File: src/rtl/fifo_wr_arbiter_pkg.sv
// rtl/fifo_wr_arbiter_pkg.sv - shared types and width helpers for the FIFO write-port arbiter
// Contents: state_t (IDLE/BURST), req_w() index width, cnt_w() beat counter width.

package fifo_wr_arbiter_pkg;

    typedef enum logic [0:0] {
        IDLE  = 1'b0,
        BURST = 1'b1
    } state_t;

    // Index width for NUM_REQ requesters (REQ_W); never zero so ports stay legal.
    function automatic int req_w(input int num_req);
        return (num_req > 1) ? $clog2(num_req) : 1;
    endfunction

    // Beat counter width (CNT_W); must hold MAX_BURST itself, since the counter
    // still increments on the final beat of a full-length burst.
    function automatic int cnt_w(input int max_burst);
        return (max_burst > 0) ? $clog2(max_burst + 1) : 1;
    endfunction

endpackage

File: src/rtl/fifo_wr_arbiter_if.sv
// rtl/fifo_wr_arbiter_if.sv - producer-side and FIFO write-port bundle of the arbiter
// Signals: req_valid/req_last/req_data/req_ready (producers), Full/W_En/W_Data (FIFO),
//          grant_id/busy (status). master = arbiter side, slave = producers + FIFO side.

interface fifo_wr_arbiter_if #(
    parameter int NUM_REQ   = 4,
    parameter int DATAWIDTH = 32
);
    import fifo_wr_arbiter_pkg::*;

    localparam int REQ_W = req_w(NUM_REQ);

    logic [NUM_REQ-1:0]           req_valid;
    logic [NUM_REQ-1:0]           req_last;
    logic [NUM_REQ*DATAWIDTH-1:0] req_data;
    logic [NUM_REQ-1:0]           req_ready;
    logic                         Full;
    logic                         W_En;
    logic [DATAWIDTH-1:0]         W_Data;
    logic [REQ_W-1:0]             grant_id;
    logic                         busy;

    modport master (
        input  req_valid, req_last, req_data, Full,
        output req_ready, W_En, W_Data, grant_id, busy
    );

    modport slave (
        output req_valid, req_last, req_data, Full,
        input  req_ready, W_En, W_Data, grant_id, busy
    );

endinterface

File: src/rtl/fifo_wr_arbiter_rr_pick.sv
// rtl/fifo_wr_arbiter_rr_pick.sv - combinational cyclic priority search
// Ports: req (N request bits), ptr (search start, < N), winner (first set index at or
//        after ptr, wrapping), any_req (at least one request set).

module fifo_wr_arbiter_rr_pick #(
    parameter int N = 4,
    parameter int W = 2
) (
    input  logic [N-1:0] req,
    input  logic [W-1:0] ptr,
    output logic [W-1:0] winner,
    output logic         any_req
);

    logic [W:0]   sum;
    logic [W-1:0] cur;

    // Walk ptr, ptr+1, ... modulo N; the extra sum bit lets the wrap be a single
    // subtract, so N need not be a power of two and cur never reaches N.
    always_comb begin
        winner  = '0;
        any_req = 1'b0;
        sum     = '0;
        cur     = '0;
        for (int i = 0; i < N; i++) begin
            sum = {1'b0, ptr} + (W+1)'(i);
            if (sum >= (W+1)'(N)) begin
                sum = sum - (W+1)'(N);
            end
            cur = sum[W-1:0];
            if (!any_req && req[cur]) begin
                any_req = 1'b1;
                winner  = cur;
            end
        end
    end

endmodule

File: src/rtl/fifo_wr_arbiter.sv
// rtl/fifo_wr_arbiter.sv - burst round-robin arbiter in front of the async FIFO write port
// Ports: wclk (write clock), wrst (async active-high reset), bus (fifo_wr_arbiter_if.master:
//        producer valid/last/data/ready, FIFO Full/W_En/W_Data, grant_id, busy).

module fifo_wr_arbiter
    import fifo_wr_arbiter_pkg::*;
#(
    parameter int NUM_REQ   = 4,
    parameter int DATAWIDTH = 32,
    parameter int MAX_BURST = 8
) (
    input  logic                  wclk,
    input  logic                  wrst,
    fifo_wr_arbiter_if.master     bus
);

    localparam int REQ_W = req_w(NUM_REQ);
    localparam int CNT_W = cnt_w(MAX_BURST);
    localparam logic [REQ_W-1:0] LAST_IDX  = REQ_W'(NUM_REQ - 1);
    localparam logic [CNT_W-1:0] LAST_BEAT = CNT_W'(MAX_BURST - 1);

    state_t               state_q, state_d;
    logic [REQ_W-1:0]     rr_ptr_q, rr_ptr_d;
    logic [REQ_W-1:0]     grant_q, grant_d;
    logic [CNT_W-1:0]     beat_q, beat_d;
    logic [REQ_W-1:0]     pick_idx;
    logic                 pick_any;
    logic [NUM_REQ-1:0]   own_sel;
    logic [DATAWIDTH-1:0] own_data;
    logic                 own_valid;
    logic                 own_last;
    logic                 busy;
    logic                 beat;

    fifo_wr_arbiter_rr_pick #(
        .N (NUM_REQ),
        .W (REQ_W)
    ) u_rr_pick (
        .req     (bus.req_valid),
        .ptr     (rr_ptr_q),
        .winner  (pick_idx),
        .any_req (pick_any)
    );

    // Owner mux as a one-hot select so no variable part-select is needed.
    always_comb begin
        own_sel  = '0;
        own_data = '0;
        for (int i = 0; i < NUM_REQ; i++) begin
            if (grant_q == REQ_W'(i)) begin
                own_sel[i] = 1'b1;
                own_data   = bus.req_data[i*DATAWIDTH +: DATAWIDTH];
            end
        end
    end

    assign own_valid = |(bus.req_valid & own_sel);
    assign own_last  = |(bus.req_last & own_sel);
    assign busy      = (state_q == BURST);
    assign beat      = busy & own_valid & ~bus.Full;

    // Outputs derive from registered state only, so the async reset clears them at once.
    assign bus.busy      = busy;
    assign bus.grant_id  = grant_q;
    assign bus.W_En      = beat;
    assign bus.W_Data    = busy ? own_data : '0;
    assign bus.req_ready = (busy && !bus.Full) ? own_sel : '0;

    always_comb begin
        state_d  = state_q;
        rr_ptr_d = rr_ptr_q;
        grant_d  = grant_q;
        beat_d   = beat_q;
        case (state_q)
            IDLE: begin
                if (pick_any) begin
                    grant_d = pick_idx;
                    beat_d  = '0;
                    state_d = BURST;
                end
            end
            BURST: begin
                if (beat) begin
                    beat_d = beat_q + 1'b1;
                end
                // A dropped owner ends the burst even while Full stalls it;
                // Full alone only freezes the grant and the count.
                if (!own_valid || (beat && (own_last || beat_q == LAST_BEAT))) begin
                    state_d  = IDLE;
                    rr_ptr_d = (grant_q == LAST_IDX) ? '0 : grant_q + 1'b1;
                end
            end
            default: state_d = IDLE;
        endcase
    end

    always_ff @(posedge wclk or posedge wrst) begin
        if (wrst) begin
            state_q  <= IDLE;
            rr_ptr_q <= '0;
            grant_q  <= '0;
            beat_q   <= '0;
        end else begin
            state_q  <= state_d;
            rr_ptr_q <= rr_ptr_d;
            grant_q  <= grant_d;
            beat_q   <= beat_d;
        end
    end

endmodule

File: src/flat_wrapper.sv
// flat-port wrapper written by rule: the top's interface ports become plain ports
module fifo_wr_arbiter_flat import fifo_wr_arbiter_pkg::*;
#(
    parameter int NUM_REQ   = 4,
    parameter int DATAWIDTH = 32,
    parameter int MAX_BURST = 8
)
  (wclk, wrst, bus_req_valid, bus_req_last, bus_req_data, bus_Full, bus_req_ready, bus_W_En, bus_W_Data, bus_grant_id, bus_busy);
  fifo_wr_arbiter_if #(.NUM_REQ(NUM_REQ), .DATAWIDTH(DATAWIDTH)) bus_i ();
  input  logic wclk;
  input  logic wrst;
  input wire logic [$bits(bus_i.req_valid)-1:0] bus_req_valid;
  input wire logic [$bits(bus_i.req_last)-1:0] bus_req_last;
  input wire logic [$bits(bus_i.req_data)-1:0] bus_req_data;
  input wire logic [$bits(bus_i.Full)-1:0] bus_Full;
  output wire logic [$bits(bus_i.req_ready)-1:0] bus_req_ready;
  output wire logic [$bits(bus_i.W_En)-1:0] bus_W_En;
  output wire logic [$bits(bus_i.W_Data)-1:0] bus_W_Data;
  output wire logic [$bits(bus_i.grant_id)-1:0] bus_grant_id;
  output wire logic [$bits(bus_i.busy)-1:0] bus_busy;
  assign bus_i.req_valid = bus_req_valid;
  assign bus_i.req_last = bus_req_last;
  assign bus_i.req_data = bus_req_data;
  assign bus_i.Full = bus_Full;
  assign bus_req_ready = bus_i.req_ready;
  assign bus_W_En = bus_i.W_En;
  assign bus_W_Data = bus_i.W_Data;
  assign bus_grant_id = bus_i.grant_id;
  assign bus_busy = bus_i.busy;
  fifo_wr_arbiter #(.NUM_REQ(NUM_REQ), .DATAWIDTH(DATAWIDTH), .MAX_BURST(MAX_BURST)) u_core (.wclk(wclk), .wrst(wrst), .bus(bus_i));
endmodule
File: config.mk
export PLATFORM = sky130hd
export DESIGN_NAME = fifo_wr_arbiter_flat
export DESIGN_NICKNAME = d
export VERILOG_FILES = /design/src/rtl/fifo_wr_arbiter_pkg.sv /design/src/rtl/fifo_wr_arbiter_if.sv /design/src/rtl/fifo_wr_arbiter_rr_pick.sv /design/src/rtl/fifo_wr_arbiter.sv /design/src/flat_wrapper.sv
export SDC_FILE = /design/constraint.sdc
export NUM_CORES = 1
export LEC_CHECK = 0
export ABC_AREA = 1
export BUFFER_PORTS_ARGS = -buffer_cell sky130_fd_sc_hd__buf_2
export CAP_MARGIN = 5
export CORE_UTILIZATION = 35
export DETAILED_ROUTE_END_ITERATION = 12
export GPL_TIMING_DRIVEN = 0
export PLACE_DENSITY_LB_ADDON = 0.3
export SETUP_SLACK_MARGIN = 0.4
export SLEW_MARGIN = 20
export SYNTH_ARGS = -nofsm -noshare
export SYNTH_HDL_FRONTEND = slang
export SYNTH_SLANG_ARGS = --single-unit
File: constraint.sdc
create_clock -name wclk -period 3.9 [get_ports wclk]
set_clock_uncertainty 0.1 [all_clocks]
set_input_delay 0.585 -clock wclk [delete_from_list [all_inputs] [get_ports wclk]]
set_output_delay 0.585 -clock wclk [all_outputs]
set_load 0.1 [all_outputs]
---- After elaboration in Yosys (flattened, before gate mapping) ----
Cells that the tools add are included.
operators by class
  add/subtract/negate cells ............... 9
  $mul .................................... 0
  div/mod/pow operators ................... 0
  magnitude comparators ................... 8
  eq/ne operators ......................... 6
  shifts and indexed selects .............. 0
  muxes and demuxes ....................... 37
  bitwise logic cells ..................... 6
  reductions and logical operators ........ 18
operator list
  operator                                                                       count
  32-bit 2-to-1 mux                                                              5
  2-bit 2-to-1 mux                                                               9
  1-bit 2-to-1 mux                                                               14
  2-bit by 3-bit less-than comparator with 1-bit output (second input constant)  4
  4-bit 2-to-1 mux                                                               3
  3-bit >= comparator (second input constant)                                    3
  4-bit AND                                                                      2
  1-bit binary-select mux with 2-bit select                                      4
  4-bit case mux with 2 select lines                                             1
  4-bit OR reduction                                                             2
  2-bit by 1-bit subtractor with 2-bit output (second input constant)            4
  2-bit by 2-bit adder with 3-bit output (second input constant)                 2
  2-bit AND reduction                                                            3
  1-bit logical AND                                                              5
  1-bit zero test                                                                5
  4-bit by 1-bit adder with 4-bit output (second input constant)                 1
  2-bit == test (second input constant)                                          2
  4-bit by 3-bit == test with 1-bit output (second input constant)               1
  2-bit by 1-bit adder with 3-bit output (second input constant)                 1
  2-bit by 3-bit >= comparator with 1-bit output (second input constant)         1
  2-bit by 1-bit adder with 2-bit output (second input constant)                 1
  1-bit AND                                                                      2
  2-bit by 1-bit == test with 1-bit output (second input constant)               1
  2-bit zero test                                                                1
  other kinds (5)                                                                7
word-level totals
  register bits ........................... 9
  latch bits .............................. 0
  memory bits (writable) .................. 0
  memory bits (read-only) ................. 0
  bits of input ports ..................... 139
  output and inout bits ................... 40
  logic and storage cells ................. 88
  memories kept ........................... 0

---- Logic depth before layout (Yosys ltp) ----
Gate-level depths: netlist (run 1).
  depth in word-level cells ............... 16
  mapped depth ............................ 12
  depth with buffers taken out ............ 11

---- Hierarchy ----
From an unflattened synthesis (run 1), not the netlist that was laid out.
unflattened totals
  cell total of the unflattened synthesis .. 361
  area, all modules ....................... 1981.9 µm²
modules (own cells, without submodules)
  module                   times used  cells each  area each (µm²)  sequential area each (µm²)
  fifo_wr_arbiter          1           302         1662.8           225.2
  fifo_wr_arbiter_rr_pick  1           59          319.1            0.0

---- Worst setup path before layout (run 1) ----
OpenSTA, ideal clock, no wires.
  kind .................................... flip-flop to output port
  start point ............................. register u_core.grant_q[1] (netlist: u_core.bus.grant_id[1])
  end point ............................... output bus_W_Data[10]
  arrival ................................. 3.500 ns
  path slack .............................. -0.285 ns
  cell stages (with the launch flop) ...... 10
  buffers on the path ..................... 2
  cells stage by stage .................... dfrtp_1 > inv_1 > ha_1 > buf_2 > inv_1 > buf_2 > nor2_1 > o21ai_0 > o21ai_0 > a21oi_1
between the ends
  cells in the longest elaborated chain, start to end .. 6
ends and longest elaborated chain
  element                         line                    text
  from (decl)                     fifo_wr_arbiter.sv:24   logic [REQ_W-1:0] grant_q, grant_d;
  from (signal assigned)          fifo_wr_arbiter.sv:106  grant_q <= grant_d;
  2-bit zero test                 fifo_wr_arbiter.sv:50   if (grant_q == REQ_W'(i)) begin
  32-bit 2-to-1 mux (3 in a row)  fifo_wr_arbiter.sv:50
  32-bit 2-to-1 mux *             fifo_wr_arbiter.sv:50
  32-bit 2-to-1 mux *             fifo_wr_arbiter.sv:66   assign bus.W_Data = busy ? own_data : '0;
  to (decl)                       flat_wrapper.sv:18      output wire logic [$bits(bus_i.W_Data)-1:0] bus_W_Data;
Mark *: on every way between the ends. The rest lies on a longest branch, timed or not.

---- Worst setup path in the final report (run 1) ----
  start point ............................. register u_core.grant_q[0] (netlist: u_core.bus.grant_id[0])
  end point ............................... output bus_W_Data[4]
The elaborated chain is that of the path after synthesis.

==> impl_metrics.py, run 1 <==
metrics = {
    "route": {
        "dr.pass1.iters": 4,
        "drt_iter0_drc": 148,
        "drt-wirelength-per-cell_um": 14.03,
        "vias_per_cell": 5.324,
        "wirelength_um": 8587,
        "drcViolationCount": 0,
        "via_count": 3258,
        "detail-route-antenna-nets": 0,
    },
    "worst_setup_path": {
        "crit_slowest_cell": "buf_2",
        "arrival_ns": 2.61,
        "cp.required_ns": 3.21,
        "reg2reg_slack_ns": 1.91,
        "r2r_cells": 9,
        "r2r_end": "u_core.rr_ptr_q[0]",
        "r2r_start": "u_core.bus.grant_id[0]",
        "endpoint_kind": "output port",
        "worstSetupPathType": "reg2out",
        "path_cells": "ha_1 > inv_1 > clkbuf_1 > clkbuf_1 > o21ai_0 > a21oi_4 > buf_2",
        "worstSetupStartpointType": "flop",
        "cp_common_cell": "clkbuf_1",
        "worstPathMaxFanout": 10,
        "max_stage_delay_ns": 0.45,
    },
    "synth": {
        "synth_area_leader_cell": "o21ai_0",
        "synth_area_leaders": "o21ai_0, a21oi_1, dfrtp_1",
        "avgSynthCellArea_um2": 5.345,
        "yosysUniqueCellTypes": 22,
        "yosysTopAreaCellShare_pct": 26.01,
        "yosysWarnings": 0,
        "yosysSeqAreaShare_pct": 11.70,
        "synth_area_um2": 1924,
        "synth-seq-cells": 9,
        "synth_cells": 360,
        "ys_async_sr_fraction_pct": 100.0,
        "synth-edff-count": 0,
        "synth_nets": 504,
        "synth-main-ff-cell": "dfrtp_1",
    },
    "grt": {
        "grt_pass1_vias": 2950,
        "grt_overflow": 0,
        "antenna_found_initial": 0,
        "grt_pass1_wl_um": 13570,
        "grt_max_degree": 11,
        "grtUsageTotal_pct": 28.26,
    },
    "clock_tree": {
        "clock_sinks": 9,
        "cts_hold_buf": 0,
        "cts_tree": "done",
        "cts_root_buf": "clkbuf_8",
        "numCtsBuffers": 3,
        "clk_path_buf_depth": 2,
        "h-tree-depth": 1,
        "clock_latency_ns": 0.23,
        "path_clk_slew_ns": 0.04,
    },
    "sta": {
        "fin_crit_sh_pct": 84.40,
        "hold_viol": 0,
        "rsz0062_at_grt": "false",
        "setup_violations": 0,
        "tns_ns": 0,
        "slew_violations": 0,
        "slew_headroom_pct": 52.40,
        "worst_pin_slew_ns": 0.7140,
        "fin_crit_ns": 3.292,
        "fmax_ghz": 0.3038,
    },
    "outcome": {
        "outcome": "finished clean",
    },
    "placed_design": {
        "port_buffers": 178,
        "gp_congestion": 0.8871,
        "post-dp-hpwl_um": 6791,
    },
    "worst_hold_path": {
        "hp-class": "in2async",
    },
    "floorplanning": {
        "rows": 26,
        "initial_core_util_pct": 36.97,
        "die_w_um": 76.15,
        "core_area_um2": 5205,
        "dieArea_um2": 5799,
        "io_pins": 179,
        "die_height_um": 76.15,
    },
    "cells_and_area": {
        "syn_to_final_growth_pct": 70.42,
        "final_nets": 687,
        "n_antenna_cell": 0,
        "drive_gt1_share_pct": 45.39,
        "fillers": 539,
    },
    "flow_run": {
        "timing.max_cap.violations": 0,
    },
}
==> how the worst max path moves through the flow <==
stage | startpoint | end | cells past startpoint
4_1_cts | u_core.bus.grant_id[1] | bus_W_Data[28] | 6
5_1_grt | u_core.bus.grant_id[0] | bus_W_Data[15] | 7
3_3_place_gp | u_core.bus.grant_id[0] | bus_W_Data[10] | 6
2_1_floorplan | u_core.bus.grant_id[1] | bus_W_Data[10] | 9
3_5_place_dp | u_core.bus.grant_id[0] | bus_W_Data[10] | 6
6_report | u_core.bus.grant_id[0] | bus_W_Data[4] | 7
==> timing repair <==
| item | 4_1_cts | 5_1_grt |
|---|---|---|
| setup buffers | 0 | 0 |
| setup endpoints to repair | 1 | 10 |
| resized for setup | 1 | 3 |
| endpoints found under the hold margin | 0 | 0 |
==> synthesized netlist by cell type (2+ instances only) <==
| master | instances |
|---|---|
| a21oi_1 | 66 |
| buf_2 | 6 |
| buf_4 | 2 |
| buf_6 | 2 |
| clkbuf_1 | 20 |
| dfrtp_1 | 9 |
| ha_1 | 5 |
| inv_1 | 19 |
| inv_2 | 2 |
| nand2_1 | 58 |
| nand2_2 | 7 |
| nand3_1 | 12 |
| nand3_2 | 3 |
| nand4_1 | 3 |
| nor2_1 | 39 |
| o21ai_0 | 100 |
| o21ai_2 | 2 |
==> cells by family after synthesis <==
family / after synthesis / share of synthesized area, %
buf+inv: 52 / 11.83
flops: 9 / 11.70
fa+ha+maj: 5 / 3.251
simple gates: 125 / 28.35
compound gates: 169 / 44.86
==> per-stage QoR <==
step | hold slack [ns] | worst slack, ns | area [um2] | instances | util [%]
after floorplan | 0.3129 | 0.2513 | 2252 | 360 | -
after global placement | 0.4015 | 0.6684 | 3231 | 608 | 62.07
after detailed placement | 0.4072 | 0.6539 | 3231 | 608 | 62.07
after CTS | 0.2141 | 0.4500 | 3277 | 612 | 62.96
after global routing | 0.2186 | 0.4269 | 3279 | 612 | 63.00
final | 0.2114 | 0.6083 | 3279 | 612 | 63.00
==> layout by cell type (no fill, tap or decap), drive strengths merged <==
master | Yosys | layout
inv | 22 | 22
and3 | 1 | 1
nand3 | 15 | 15
o21ai | 102 | 102
a21oi | 66 | 66
nand4 | 3 | 3
o2111ai | 1 | 1
nand2 | 66 | 66
buf | 10 | 188
clkbuf | 20 | 24
nor2 | 40 | 40
dfrtp | 9 | 9
ha | 5 | 5
==> per-layer routing <==
layer | GRT usage [%] | wire, um
met1 | 36.52 | 3612
met5 | 0 | 0
met3 | 3.952 | 582
met4 | 9.615 | 225
met2 | 48.00 | 4167
==> registers in the layout, indices dropped and copies added, names as in the netlist <==
register             count
u_core.beat_q            4
u_core.bus.grant_id      2
u_core.rr_ptr_q          2
u_core.bus.busy          1
==> critical path: cells and delay by family (launching register included) <==
| family | cells | cell delay, ns |
|---|---|---|
| DFF | 1 | 0.43 |
| buffers and inverters | 4 | 1.32 |
| AOI/OAI and AO/OA | 2 | 0.37 |
| adders and majority gates | 1 | 0.26 |
==> area by class of cell <==
type | count | area (um2) | area share (%)
multi-input cells | 299 | 1799 | 54.86
flip-flops and latches | 9 | 225.2 | 6.868
plain buffers | 30 | 146.4 | 4.464
clock buffers | 4 | 45.04 | 1.374
inverters | 22 | 85.08 | 2.594
repair buffers | 178 | 890.9 | 27.17
well taps | 70 | 87.58 | 2.671
Power of run 1 is left out: the tool's default activity adds up to more than one toggle a clock period on the data nets, which glitch-free logic cannot reach.
==> inputs of run 2 (changes only) <==
--- a/config.mk
+++ b/config.mk
@@ -8,7 +8,7 @@
 export ABC_AREA = 1
 export BUFFER_PORTS_ARGS = -buffer_cell sky130_fd_sc_hd__buf_2
 export CAP_MARGIN = 5
-export CORE_UTILIZATION = 35
+export CORE_UTILIZATION = 34
 export DETAILED_ROUTE_END_ITERATION = 12
 export GPL_TIMING_DRIVEN = 0
 export PLACE_DENSITY_LB_ADDON = 0.3
==> constraint.sdc (replaced) <==
create_clock -name wclk -period 2.6 [get_ports wclk]
set_clock_uncertainty 0.1 [all_clocks]
set_input_delay 0.39 -clock wclk [delete_from_list [all_inputs] [get_ports wclk]]
set_output_delay 0.39 -clock wclk [all_outputs]
set_load 0.1 [all_outputs]
==> impl_metrics.py, run 2 (synthesis gave the netlist of run 1 again) <==
metrics = {
    "worst_setup_path": {
        "worstPathMaxFanout": 10,
        "path_cells": "inv_6 > ha_4 > buf_12 > clkbuf_16 > a21oi_1 > o21ai_1 > o21ai_2 > a21oi_4 > buf_12",
        "endpoint_kind": "output port",
        "worstSetupStartpointType": "flop",
        "cp_common_cell": "buf_12",
        "cp.required_ns": 2.11,
        "worstSetupPathType": "reg2out",
        "max_stage_delay_ns": 0.46,
        "arrival_ns": 2.18,
        "worst-path-buf-inv": 4,
        "path_delay_family": "compound AO/OA/AOI/OAI gates",
        "crit_slowest_cell": "dfrtp_4",
    },
    "placed_design": {
        "post-dp-hpwl_um": 6883,
        "port_buffers": 178,
        "gp_congestion": 0.8942,
        "dpl.cell_count": 610,
    },
    "clock_tree": {
        "cts_root_buf": "clkbuf_8",
        "h-tree-depth": 1,
        "clock_sinks": 9,
        "clock_latency_ns": 0.23,
        "cts_tree": "done",
        "numCtsBuffers": 3,
        "cts_hold_buf": 0,
        "path_clk_slew_ns": 0.05,
        "clk_path_buf_depth": 2,
    },
    "cells_and_area": {
        "final_nets": 705,
        "stdcell_count": 632,
        "layout_common_cells": "buf_2, nand2_1, o21ai_2, buf_12, a21oi_1",
        "syn_to_final_growth_pct": 139.0,
        "fillers": 297,
        "drive_gt1_share_pct": 60.00,
        "utilization_pct": 84.04,
        "n_antenna_cell": 0,
        "largest_reg_flops": 4,
        "largest-register": "u_core.beat_q",
        "layout_commonest_cell": "buf_2",
    },
    "sta": {
        "hold_viol": 0,
        "slew_headroom_pct": 66.34,
        "fin_crit_ns": 2.675,
        "rsz0062_at_grt": "true",
        "hold_slack_ns": 0.01414,
        "fin_crit_sh_pct": 102.9,
        "worst_pin_slew_ns": 0.5050,
        "worst_slack_ns": -0.07470,
        "setup_violations": 1,
        "fmax_ghz": 0.3739,
        "slew_violations": 0,
    },
    "floorplanning": {
        "die_height_um": 77.23,
        "rows": 27,
        "initial_core_util_pct": 35.16,
        "io_pins": 179,
        "die_w_um": 77.23,
        "core_area_um2": 5473,
        "dieArea_um2": 5964,
    },
    "route": {
        "detail-route-antenna-nets": 0,
        "dr.pass1.iters": 7,
        "drt-wirelength-per-cell_um": 19.96,
        "vias_per_cell": 6.043,
        "drt_iter0_drc": 448,
        "drcViolationCount": 0,
        "wirelength_um": 12620,
        "via_count": 3819,
    },
    "grt": {
        "antenna_found_initial": 0,
        "grt_pass1_wl_um": 16640,
        "grt_pass1_vias": 3550,
        "grt_max_degree": 11,
        "grtUsageTotal_pct": 34.51,
        "grt_overflow": 0,
    },
    "flow_run": {
        "timing.max_cap.violations": 0,
    },
    "outcome": {
        "outcome": "complete, but fails checks",
        "violations": "negative setup slack",
    },
    "worst_hold_path": {
        "hp-class": "in2async",
    },
}
-- run 2: final timing paths --
check / cells past startpoint / endpoint / start / slack (ns)
worst max-delay path: 9 / bus_W_Data[2] / u_core.bus.grant_id[0] / -0.07
worst min-delay path: 2 / u_core.beat_q[0] / wrst / 0.01
worst max register to register: 10 / u_core.rr_ptr_q[0] / u_core.bus.grant_id[0] / 0.70
max in group asynchronous: 2 / u_core.bus.grant_id[1] / wrst / 2.09
min in group wclk: 1 / u_core.beat_q[0] / u_core.beat_q[0] / 0.40
worst min register to register: 1 / u_core.beat_q[0] / u_core.beat_q[0] / 0.40
-- run 2: per-layer routing --
| metal | GRT usage, % | vias up | part of all wire, % |
|---|---|---|---|
| li1 | - | 1645 | - |
| met4 | 21.13 | 0 | 8.2 |
| met5 | 0 | - | 0 |
| met1 | 35.62 | 1708 | 34 |
| met3 | 9.762 | 124 | 11 |
| met2 | 61.15 | 342 | 47 |
-- run 2: cell type report --
class | instances | area [um2] | area share [%]
Multi-Input combinational cell | 299 | 2107 | 45.81
Tap cell | 72 | 90.09 | 1.959
Buffer | 30 | 390.4 | 8.487
Sequential cell | 9 | 236.5 | 5.141
Clock buffer | 4 | 45.04 | 0.9793
Inverter | 22 | 111.4 | 2.421
Timing Repair Buffer | 196 | 1619 | 35.20
-- run 2: timing repair --
action	in CTS	in global routing
buffers inserted	9	1
gates resized for setup	195	31
endpoints found under the setup margin	37	36
cloned	5	3
pin swaps	48	18
-- run 2: metrics by stage --
stage | setup TNS [ns] | setup slack, ns | instance area, um2
after global routing | -0.1788 | -0.1592 | 4599
after CTS | 0 | 0.1845 | 4437
after floorplan | 0 | 0.1012 | 2532
final | -0.07470 | -0.07470 | 4599
after global placement | 0 | 0.09109 | 3513
after detailed placement | 0 | 0.06654 | 3513
-- run 2: worst register-to-register path, delay by kind of cell (launching register included) --
| kind | cells | cell delay (ns) |
|---|---|---|
| adder cells (fa/ha/maj) | 1 | 0.18 |
| buffers and inverters | 3 | 0.48 |
| AND/OR/NAND/NOR | 4 | 0.31 |
| flip-flops | 1 | 0.52 |
| AO/OA/AOI/OAI | 2 | 0.20 |
Power of run 2 is left out for the same reason.
==> inputs of run 3 (changes only) <==
--- a/config.mk
+++ b/config.mk
@@ -5,10 +5,9 @@
 export SDC_FILE = /design/constraint.sdc
 export NUM_CORES = 1
 export LEC_CHECK = 0
-export ABC_AREA = 1
 export BUFFER_PORTS_ARGS = -buffer_cell sky130_fd_sc_hd__buf_2
 export CAP_MARGIN = 5
-export CORE_UTILIZATION = 34
+export CORE_UTILIZATION = 33
 export DETAILED_ROUTE_END_ITERATION = 12
 export GPL_TIMING_DRIVEN = 0
 export PLACE_DENSITY_LB_ADDON = 0.3
==> impl_metrics.py, run 3 <==
metrics = {
    "synth": {
        "synth-main-ff-cell": "dfrtp_1",
        "synth_area_um2": 1815,
        "ys_async_sr_fraction_pct": 100.0,
        "synth_most_common_cell": "nand2_1",
        "synth_compound_area_share_pct": 44.38,
        "synth_cells": 250,
        "synth_area_leader_cell": "a22o_1",
        "synthTopCellsByCount": "nand2_1, a21oi_1, a22o_1, and3b_1, o21ai_1",
        "yosysWarnings": 0,
        "synth_fa_ha_area_share_pct": 3.446,
        "synth-seq-cells": 9,
        "synthSimpleGateAreaFrac_pct": 28.12,
        "yosysSeqAreaShare_pct": 12.41,
        "synthXorXnorAreaFrac_pct": 0,
        "avgSynthCellArea_um2": 7.262,
        "synth_top_family_by_area": "compound AO/OA/AOI/OAI gates",
        "synth_nets": 394,
        "synth_area_leaders": "a22o_1, and3b_1, dfrtp_1",
        "synth-edff-count": 0,
        "synthMuxAreaShare_pct": 2.895,
        "yosysTopAreaCellShare_pct": 14.96,
        "yosysUniqueCellTypes": 36,
    },
    "worst_setup_path": {
        "r2r_start": "u_core.bus.grant_id[0]",
        "cp.required_ns": 2.11,
        "worstPathMaxFanout": 10,
        "endpoint_kind": "output port",
        "r2r_end": "u_core.rr_ptr_q[0]",
        "worstSetupStartpointType": "flop",
        "reg2reg_slack_ns": 0.40,
        "worstSetupPathType": "reg2out",
        "r2r_cells": 8,
        "arrival_ns": 2.10,
    },
    "sta": {
        "slew_violations": 0,
        "fin_crit_sh_pct": 99.50,
        "tns_ns": 0,
        "fmax_ghz": 0.3866,
        "setup_violations": 0,
        "worst_slack_ns": 0.01306,
        "rsz0062_at_grt": "true",
        "hold_viol": 0,
        "hold_slack_ns": 0.005942,
        "slew_headroom_pct": 62.57,
        "worst_pin_slew_ns": 0.5595,
        "fin_crit_ns": 2.587,
    },
    "clock_tree": {
        "path_clk_slew_ns": 0.05,
        "cts_tree": "done",
        "clk_path_buf_depth": 2,
        "clock_latency_ns": 0.23,
        "h-tree-depth": 1,
        "clock_sinks": 9,
        "cts_root_buf": "clkbuf_8",
        "numCtsBuffers": 3,
    },
    "placed_design": {
        "gp_congestion": 0.9185,
        "port_buffers": 178,
        "pre_cts_ws_ns": -0.08847,
        "post-dp-hpwl_um": 6127,
    },
    "route": {
        "via_count": 2834,
        "drcViolationCount": 0,
        "wirelength_um": 9610,
        "drt_iter0_drc": 143,
        "vias_per_cell": 5.524,
        "drt-wirelength-per-cell_um": 18.73,
        "dr.pass1.iters": 4,
        "detail-route-antenna-nets": 0,
    },
    "cells_and_area": {
        "layout_common_cells": "buf_2, nand2_1, buf_12, and3b_1, a22o_4",
        "layout_commonest_cell": "buf_2",
        "final_nets": 588,
        "syn_to_final_growth_pct": 117.4,
        "n_antenna_cell": 0,
        "fillers": 366,
        "largest-register": "u_core.beat_q",
        "drive_gt1_share_pct": 66.37,
        "largest_reg_flops": 4,
        "utilization_pct": 75.82,
    },
    "grt": {
        "grtUsageTotal_pct": 30.11,
        "grt_overflow": 0,
        "grt_pass1_vias": 2804,
        "antenna_found_initial": 0,
        "grt_max_degree": 11,
        "grt_pass1_wl_um": 14100,
    },
    "floorplanning": {
        "io_pins": 179,
        "core_area_um2": 5205,
        "die_height_um": 76.17,
        "rows": 26,
        "die_w_um": 76.17,
        "dieArea_um2": 5802,
        "initial_core_util_pct": 34.88,
    },
    "flow_run": {
        "timing.max_cap.violations": 0,
    },
    "worst_hold_path": {
        "hp-class": "in2async",
    },
    "outcome": {
        "outcome": "finished clean",
    },
}
run 3: kinds of logic (layout without fill, tap and decap cells):
| family | after synthesis | count (layout) |
|---|---|---|
| AND/OR/NAND/NOR | 85 | 85 |
| flip-flops | 9 | 9 |
| multiplexers | 5 | 5 |
| adder cells (fa/ha/maj) | 5 | 5 |
| buffers and inverters | 31 | 224 |
| AO/OA/AOI/OAI | 115 | 115 |
run 3: how the worst max path moves through the flow:
stage,startpoint,slack (ns),to
5_1_grt,u_core.bus.grant_id[0],-0.07,bus_W_Data[14]
4_1_cts,u_core.bus.grant_id[0],0.09,bus_W_Data[23]
3_3_place_gp,u_core.bus.grant_id[0],-0.05,bus_W_Data[29]
6_report,u_core.bus.grant_id[0],0.01,bus_W_Data[25]
2_1_floorplan,u_core.bus.grant_id[1],-0.22,bus_W_Data[12]
3_5_place_dp,u_core.bus.grant_id[0],-0.09,bus_W_Data[6]
run 3: stage by stage:
step                cell area, um2  instances
global placement              3107        498
CTS                           3797        510
floorplan                     2128        250
global route                  3946        513
finish                        3946        513
detailed placement            3107        498
run 3: critical path: stages, from the launching register on:
cell and delay [ns]:
dfrtp_4 0.52, ha_4 0.20, buf_6 0.14, buf_8 0.13, buf_4 0.18, a21oi_2 0.20, o21ai_2 0.09, a22o_4 0.24
buf_12 0.16
run 3: area by class of cell:
| type | count | area (um2) | area share, % |
|---|---|---|---|
| inverters | 7 | 28.78 | 0.7292 |
| flip-flops and latches | 9 | 234.0 | 5.929 |
| clock buffers | 4 | 45.04 | 1.141 |
| repair buffers | 189 | 1510 | 38.27 |
| multi-input cells | 210 | 1832 | 46.42 |
| plain buffers | 24 | 209.0 | 5.295 |
| well taps | 70 | 87.58 | 2.219 |
run 3: metal layers:
metal,GRT usage (%),vias up,share of wire [%]
met5,0,-,0
met1,32.15,1306,37
met3,5.868,50,7.6
li1,-,1323,-
met4,15.19,0,5.3
met2,56.00,155,50
run 3: timing repair:
item,in CTS,in global routing
gates resized for setup,171,41
endpoints found under the setup margin,37,36
cloned,1,1
buffers inserted,7,2
hold buffers,0,0
pin swaps,4,6
Power of run 3 is left out for the same reason.
